## src/rtl/avmm_arb_pkg.sv

```systemverilog
// avmm_arb_pkg
// Shared types and defaults for the Avalon-MM write arbiter.
//   arb_state_t : arbiter FSM state encoding
//   DEF_*       : default address/data widths and abort timeout
//   clog2_safe  : index width helper that never returns 0
package avmm_arb_pkg;

  typedef enum logic {
    IDLE = 1'b0,
    BUSY = 1'b1
  } arb_state_t;

  localparam int DEF_AW      = 32;
  localparam int DEF_DW      = 32;
  localparam int DEF_TIMEOUT = 50000000;

  function automatic int clog2_safe(input int n);
    return (n <= 2) ? 1 : $clog2(n);
  endfunction

endpackage

```

## src/rtl/avmm_write_arbiter_rr_pick.sv

```systemverilog
// rr_pick
// Combinational round-robin selector. The search starts one past the last
// served index and wraps, so the last winner has the lowest priority.
// Ports:
//   i_req   : request vector, one bit per requester
//   i_last  : index served most recently
//   o_grant : one-hot winner (all zero when no request)
//   o_idx   : winner index
//   o_any   : at least one request pending
module rr_pick
  import avmm_arb_pkg::*;
#(
  parameter int N_REQ = 4,
  parameter int IW    = clog2_safe(N_REQ)
) (
  input  logic [N_REQ-1:0] i_req,
  input  logic [IW-1:0]    i_last,
  output logic [N_REQ-1:0] o_grant,
  output logic [IW-1:0]    o_idx,
  output logic             o_any
);

  always_comb begin
    int pos;
    pos     = 0;
    o_grant = '0;
    o_idx   = '0;
    o_any   = 1'b0;
    for (int k = 1; k <= N_REQ; k++) begin
      pos = (int'(i_last) + k) % N_REQ;
      if (!o_any && i_req[pos[IW-1:0]]) begin
        o_any                = 1'b1;
        o_idx                = pos[IW-1:0];
        o_grant[pos[IW-1:0]] = 1'b1;
      end
    end
  end

endmodule

```

## src/rtl/avmm_write_arbiter.sv

```systemverilog
// avmm_write_arbiter
// Shares one Avalon-MM write master between N_REQ requesters. Round-robin
// grant, address/data latched at grant, one downstream write per grant,
// completion returned only to the granted requester.
// Optional feature macro: AVMM_ARB_TIMEOUT_EN (abort a write stalled for
// TIMEOUT waitrequest cycles and pulse timeout_err).
// Ports:
//   clk, reset_n          : clock, async active-low reset
//   req_write/address/... : packed per-requester slave inputs
//   req_waitrequest       : per-requester stall (low only on completion)
//   avmm_*                : downstream master port
//   grant_id              : current or last granted requester
//   busy                  : transaction in flight
//   timeout_err           : one-cycle abort pulse
//
// state | meaning
// IDLE  | no write in flight; arbitrate and latch the winner
// BUSY  | downstream write asserted; wait for waitrequest low
module avmm_write_arbiter
  import avmm_arb_pkg::*;
#(
  parameter int  N_REQ   = 4,
  parameter int  AW      = DEF_AW,
  parameter int  DW      = DEF_DW,
  parameter int  TIMEOUT = DEF_TIMEOUT,
  localparam int IW      = clog2_safe(N_REQ)
) (
  input  logic              clk,
  input  logic              reset_n,
  input  logic [N_REQ-1:0]  req_write,
  input  logic [N_REQ*AW-1:0] req_address,
  input  logic [N_REQ*DW-1:0] req_writedata,
  output logic [N_REQ-1:0]  req_waitrequest,
  output logic              avmm_write,
  output logic [AW-1:0]     avmm_address,
  output logic [DW-1:0]     avmm_writedata,
  input  logic              avmm_waitrequest,
  output logic [IW-1:0]     grant_id,
  output logic              busy,
  output logic              timeout_err
);

  arb_state_t r_state, w_next;
  logic [IW-1:0]    r_grant, r_last;
  logic [AW-1:0]    r_addr;
  logic [DW-1:0]    r_data;
  logic [N_REQ-1:0] w_pick_oh;
  logic [IW-1:0]    w_pick_idx;
  logic             w_pick_any;
  logic [AW-1:0]    w_sel_addr;
  logic [DW-1:0]    w_sel_data;
  logic             w_done;
  logic             w_abort;
  logic             w_to_hit;

  rr_pick #(.N_REQ(N_REQ), .IW(IW)) u_pick (
    .i_req   (req_write),
    .i_last  (r_last),
    .o_grant (w_pick_oh),
    .o_idx   (w_pick_idx),
    .o_any   (w_pick_any)
  );

  // AND-OR mux keyed by the one-hot winner
  always_comb begin
    w_sel_addr = '0;
    w_sel_data = '0;
    for (int i = 0; i < N_REQ; i++) begin
      if (w_pick_oh[i]) begin
        w_sel_addr = w_sel_addr | req_address[i*AW +: AW];
        w_sel_data = w_sel_data | req_writedata[i*DW +: DW];
      end
    end
  end

`ifdef AVMM_ARB_TIMEOUT_EN
  localparam int CW = clog2_safe(TIMEOUT + 1);
  logic [CW-1:0] r_cnt;

  always_ff @(posedge clk or negedge reset_n) begin
    if (!reset_n) begin
      r_cnt <= '0;
    end else if (r_state == IDLE) begin
      r_cnt <= '0;
    end else if (avmm_waitrequest && !w_to_hit) begin
      r_cnt <= r_cnt + 1'b1;
    end
  end

  assign w_to_hit = (r_state == BUSY) && avmm_waitrequest &&
                    (r_cnt == CW'(TIMEOUT));
`else
  logic w_unused_timeout;
  assign w_unused_timeout = ^TIMEOUT;
  assign w_to_hit         = 1'b0;
`endif

  always_comb begin
    w_next  = r_state;
    w_done  = 1'b0;
    w_abort = 1'b0;
    case (r_state)
      IDLE: begin
        if (w_pick_any) w_next = BUSY;
      end
      BUSY: begin
        if (!avmm_waitrequest) begin
          w_next = IDLE;
          w_done = 1'b1;
        end else if (w_to_hit) begin
          w_next  = IDLE;
          w_abort = 1'b1;
        end
      end
      default: w_next = IDLE;
    endcase
  end

  always_ff @(posedge clk or negedge reset_n) begin
    if (!reset_n) begin
      r_state <= IDLE;
      r_grant <= '0;
      r_last  <= IW'(N_REQ - 1);
      r_addr  <= '0;
      r_data  <= '0;
    end else begin
      r_state <= w_next;
      if (r_state == IDLE && w_pick_any) begin
        r_grant <= w_pick_idx;
        r_addr  <= w_sel_addr;
        r_data  <= w_sel_data;
      end
      if (w_done || w_abort) r_last <= r_grant;
    end
  end

  // Release only the granted requester, on completion or abort
  always_comb begin
    req_waitrequest = '1;
    if (w_done || w_abort) req_waitrequest[r_grant] = 1'b0;
  end

  // Decoded from state so an async reset drops the strobe immediately
  assign avmm_write     = (r_state == BUSY);
  assign busy           = (r_state == BUSY);
  assign avmm_address   = r_addr;
  assign avmm_writedata = r_data;
  assign grant_id       = r_grant;
  assign timeout_err    = w_abort;

endmodule

```

## config.mk

```make
export PLATFORM = sky130hd
export DESIGN_NAME = avmm_write_arbiter
export DESIGN_NICKNAME = d
export VERILOG_FILES = /design/src/rtl/avmm_arb_pkg.sv /design/src/rtl/avmm_write_arbiter_rr_pick.sv /design/src/rtl/avmm_write_arbiter.sv
export SDC_FILE = /design/constraint.sdc
export NUM_CORES = 1
export LEC_CHECK = 0
export ABC_CLOCK_PERIOD_IN_PS = 4200
export BUFFER_PORTS_ARGS = -buffer_cell sky130_fd_sc_hd__buf_4
export CAP_MARGIN = 20
export CORE_AREA = 2 2 131 133
export CTS_CLUSTER_SIZE = 10
export DETAILED_ROUTE_END_ITERATION = 16
export DIE_AREA = 0 0 133 135
export SLEW_MARGIN = 20
export SYNTH_ARGS = -nofsm -noshare
export SYNTH_HDL_FRONTEND = slang
export SYNTH_SLANG_ARGS = --single-unit
```

## constraint.sdc

```tcl
create_clock -name clk -period 4.2 [get_ports clk]
set_input_delay 0.84 -clock clk [delete_from_list [all_inputs] [get_ports clk]]
set_output_delay 0.84 -clock clk [all_outputs]
set_load 0.05 [all_outputs]
```

==> impl_results.md <==
- Top-Level Pins: 336
- Syn_nets: around 740
- Hold Path Depth: 2
- Seq/Total Area, Yosys: around 39%
- Final net count: ~1000
- Fin. Hold Viols: 0
- CTS H-tree depth: 3
- CTS tree: done
- Slew headroom: a little under two fifths
- Post-DP HPWL: 14400 um
- Compound-Gate Fraction of Synth Area: a little under 40%
- HP Start: avmm_writedata[8]$_DFFE_PN0P_
- Initial core utilization: 26.8%
- Overall die area: 18000 um2
- Adder-cell share of the synthesized area: under 10%
- Fin crit period: 3.55 ns
- Cells after Synth: around 460
- CORE AREA: about 16000 um2
- Highest routed layer: met4
- Maximum vdd drop: approximately 0.61 mV
- Setup Total Neg Slack: 0 ns
- Main combinational cell family by area after synthesis: compound AO/OA/AOI/OAI gates
- Hold Path End: avmm_writedata[8]$_DFFE_PN0P_
- Max_cap viols: 0
- Synth Area in Simple Gates: a little under a tenth
- Met1 wire length: ~7600 um
- Mux share of post-synthesis cell area: 1.71%
- R2r endpoint: avmm_writedata[26]$_DFFE_PN0P_
- Largest net degree at the start of global routing: 70
- Initial DRT Pass Iterations: 11
- Fin area: 7290 um2
- Iter 0 DRT Violations: 584
- WL met2: approximately 10000 um
- Post-synth ARST share: 100%
- Status: finished clean
- Delay-heaviest family, CP: compound AO/OA/AOI/OAI gates
- Gr usage total: a little over a fifth
- Final hold slack: ~0.53 ns
- Worst-path clk slew: about 0.060 ns
- Worst-margin pin slew: around 0.93 ns
- Worst setup EP type: flop
- Total CTS buffers: 9
- Dpl ws: 0.703 ns
- Crit path kind: reg2reg
- First-pass GRT wire length: 30600 um
- LEAKAGE: 3.28 nW
- Post-route antenna net violation count: 0
- CP cell instances: inv_4, ha_1, mux4_2, nand2_1, o21ai_1, a221o_2, buf_4, a222oi_1, a21oi_1
- Most frequent cell after synthesis: a21oi_1
- Share of layout cells above drive strength 1: about half
- Drt drc: 0
- Top cells by count, synth: a21oi_1, dfrtp_1, nor2_1, a221oi_1, a222oi_1
- # rows: between 40 and 50
- Die Ht: approximately 140 um
- Post-Synthesis Cell Area: 4390 um2
- HP Class: reg2reg
- CTS resizes: 0
- Yosys top cell area share: around two fifths
- GPL Wtd Cong: just over 0.9
- Final wirelength: 20300 um
- Synthesized flop and latch total: around 70
- Worst Path Required: between 4 and 5 ns
- Post CTS Setup Buffer Count: 0
- Xor and xnor area share after synthesis: 0%
- Crit path DAT: between 3 and 4 ns
- # fillers: between 1500 and 2000
- Clock tree buffer depth: 2
- Post-synth top flop: dfrtp_1
- Yosys Warn Count: 0
- Reg-to-reg startpoint: r_last[0]$_DFFE_PN1P_
- RSZ-0062 raised after global routing: false
- Final worst slack: 0.650 ns
- Critical-path maximum fanout: 35
- Met3 WL: approximately 1800 um
- Slowest stage delay, CP: 0.77 ns
- Clk_lat worst skew: roughly 0.34 ns
- R2R cell count: 9
- Initial antenna violation count: 0
- Vias per inst: roughly 5.7
- Die Width: 133 um
- Final Setup Violations: 0
- Grt ovf: 0
- Routed vias: between 5000 and 6000
- Fmax: 282 MHz
- Area leader, netlist: dfrtp_1
- Vias in the first global route: around 6000
- Clk root buf: clkbuf_16
- Critical path's slowest cell: dfstp_2
- CTS Hold Bufs: 0
- I/O Buffers: ~330
- # clock sinks: slightly below 70
- WL per Instance: between 20 and 25 um
- Cell variety after synth: just over 40
- Worst path bufs/invs: 2
- Power, Total: around 0.0059 W
- Placed cell area: 6980 um2
- Worst Skew: 0.0101 ns
- Type of origin of the critical path: flop
- Cell Pwr Density: roughly 800 nW/um2
- R2R setup slack: 0.65 ns
- Area contributors post-synth: dfrtp_1, a222oi_1, a221oi_1, a21oi_1, nor2_1
- Number of synthesized flops with an enable pin: 0
- Layout area overhead: 66.1%
- Synthesized area per cell: 9.46 um2
- Tcrit/Tclk final: around 85%
- Antenna cells: 0
- Slew Viols, Final: 0
## worst reg2reg max path: cells and delay by family (launching register included)
| family | cells | cell delay, ns |
|---|---|---|
| buffers and inverters | 2 | 0.52 |
| and+or+nand+nor | 1 | 0.12 |
| DFF | 1 | 0.77 |
| AOI/OAI and AO/OA | 4 | 1.11 |
| muxes | 1 | 0.44 |
| adders and majority gates | 1 | 0.44 |
## logic make-up after synthesis
group | Yosys count
buf+inv | 60
simple gates | 99
other cells | 1
fa+ha+maj | 8
compound gates | 222
flops | 69
mux | 5
## metrics by stage
step | util [%] | std cells
after floorplan | - | 464
after global routing | 44.4 | 986
final | 44.4 | 986
after global placement | 42.5 | 970
after CTS | 44.4 | 986
after detailed placement | 42.6 | 970
## cell usage in the layout, fill, tap and decap left out, types with 2 or more instances in the layout
cell       count
buf_4        339
a21oi_1       69
dfrtp_1       67
nor2_1        66
a221oi_1      65
a222oi_1      64
nand2_1       16
clkbuf_16      9
ha_1           8
o21ai_1        6
mux2i_1        3
o21ai_0        3
clkinv_2       3
buf_12         3
inv_1          2
nand3_1        2
nor4_1         2
a22oi_1        2
and3b_1        2
nor3_1         2
mux4_2         2
a221o_2        2
a211oi_1       2
bufinv_16      2
clkbuf_1       2
dfstp_2        2
## sequential cells by signal (all words and copies together), names as in the netlist
name            count
avmm_address       32
grant_id            2
avmm_write          1
avmm_writedata     32
r_last              2
## power breakdown
part,switching [W],leakage (nW),internal [W]
Clock,0.000293,0.153,0.000517
Combinational,0.00257,2.35,0.00127
Sequential,0.000238,0.779,0.00100
## worst max-delay path by stage
stage | from | endpoint | depth (start not counted)
CTS | r_last[0]$_DFFE_PN1P_ | avmm_writedata[26]$_DFFE_PN0P_ | 9
detailed placement | r_last[0]$_DFFE_PN1P_ | avmm_writedata[26]$_DFFE_PN0P_ | 9
global route | r_last[0]$_DFFE_PN1P_ | avmm_writedata[26]$_DFFE_PN0P_ | 9
global placement | req_write[1] | avmm_writedata[26]$_DFFE_PN0P_ | 6
floorplan | r_last[1]$_DFFE_PN1P_ | avmm_address[0]$_DFFE_PN0P_ | 11
finish | r_last[0]$_DFFE_PN1P_ | avmm_writedata[26]$_DFFE_PN0P_ | 9
## per-layer routing
layer,vias up,GRT usage [%]
li1,2525,-
met1,2724,23.7
met2,371,39.5
met3,47,5.26
met4,0,8.42
met5,-,0
## area by class of cell
cell class,instances,area (um2),area share [%]
Inverter,4,17.5,0.240
Clock buffer,11,233,3.19
Multi-Input combinational cell,335,2360,32.3
Timing Repair Buffer,342,2610,35.7
Clock inverter,5,75.1,1.03
Sequential cell,69,1730,23.7
Tap cell,220,275,3.77
(Power assumes the default switching activity.)
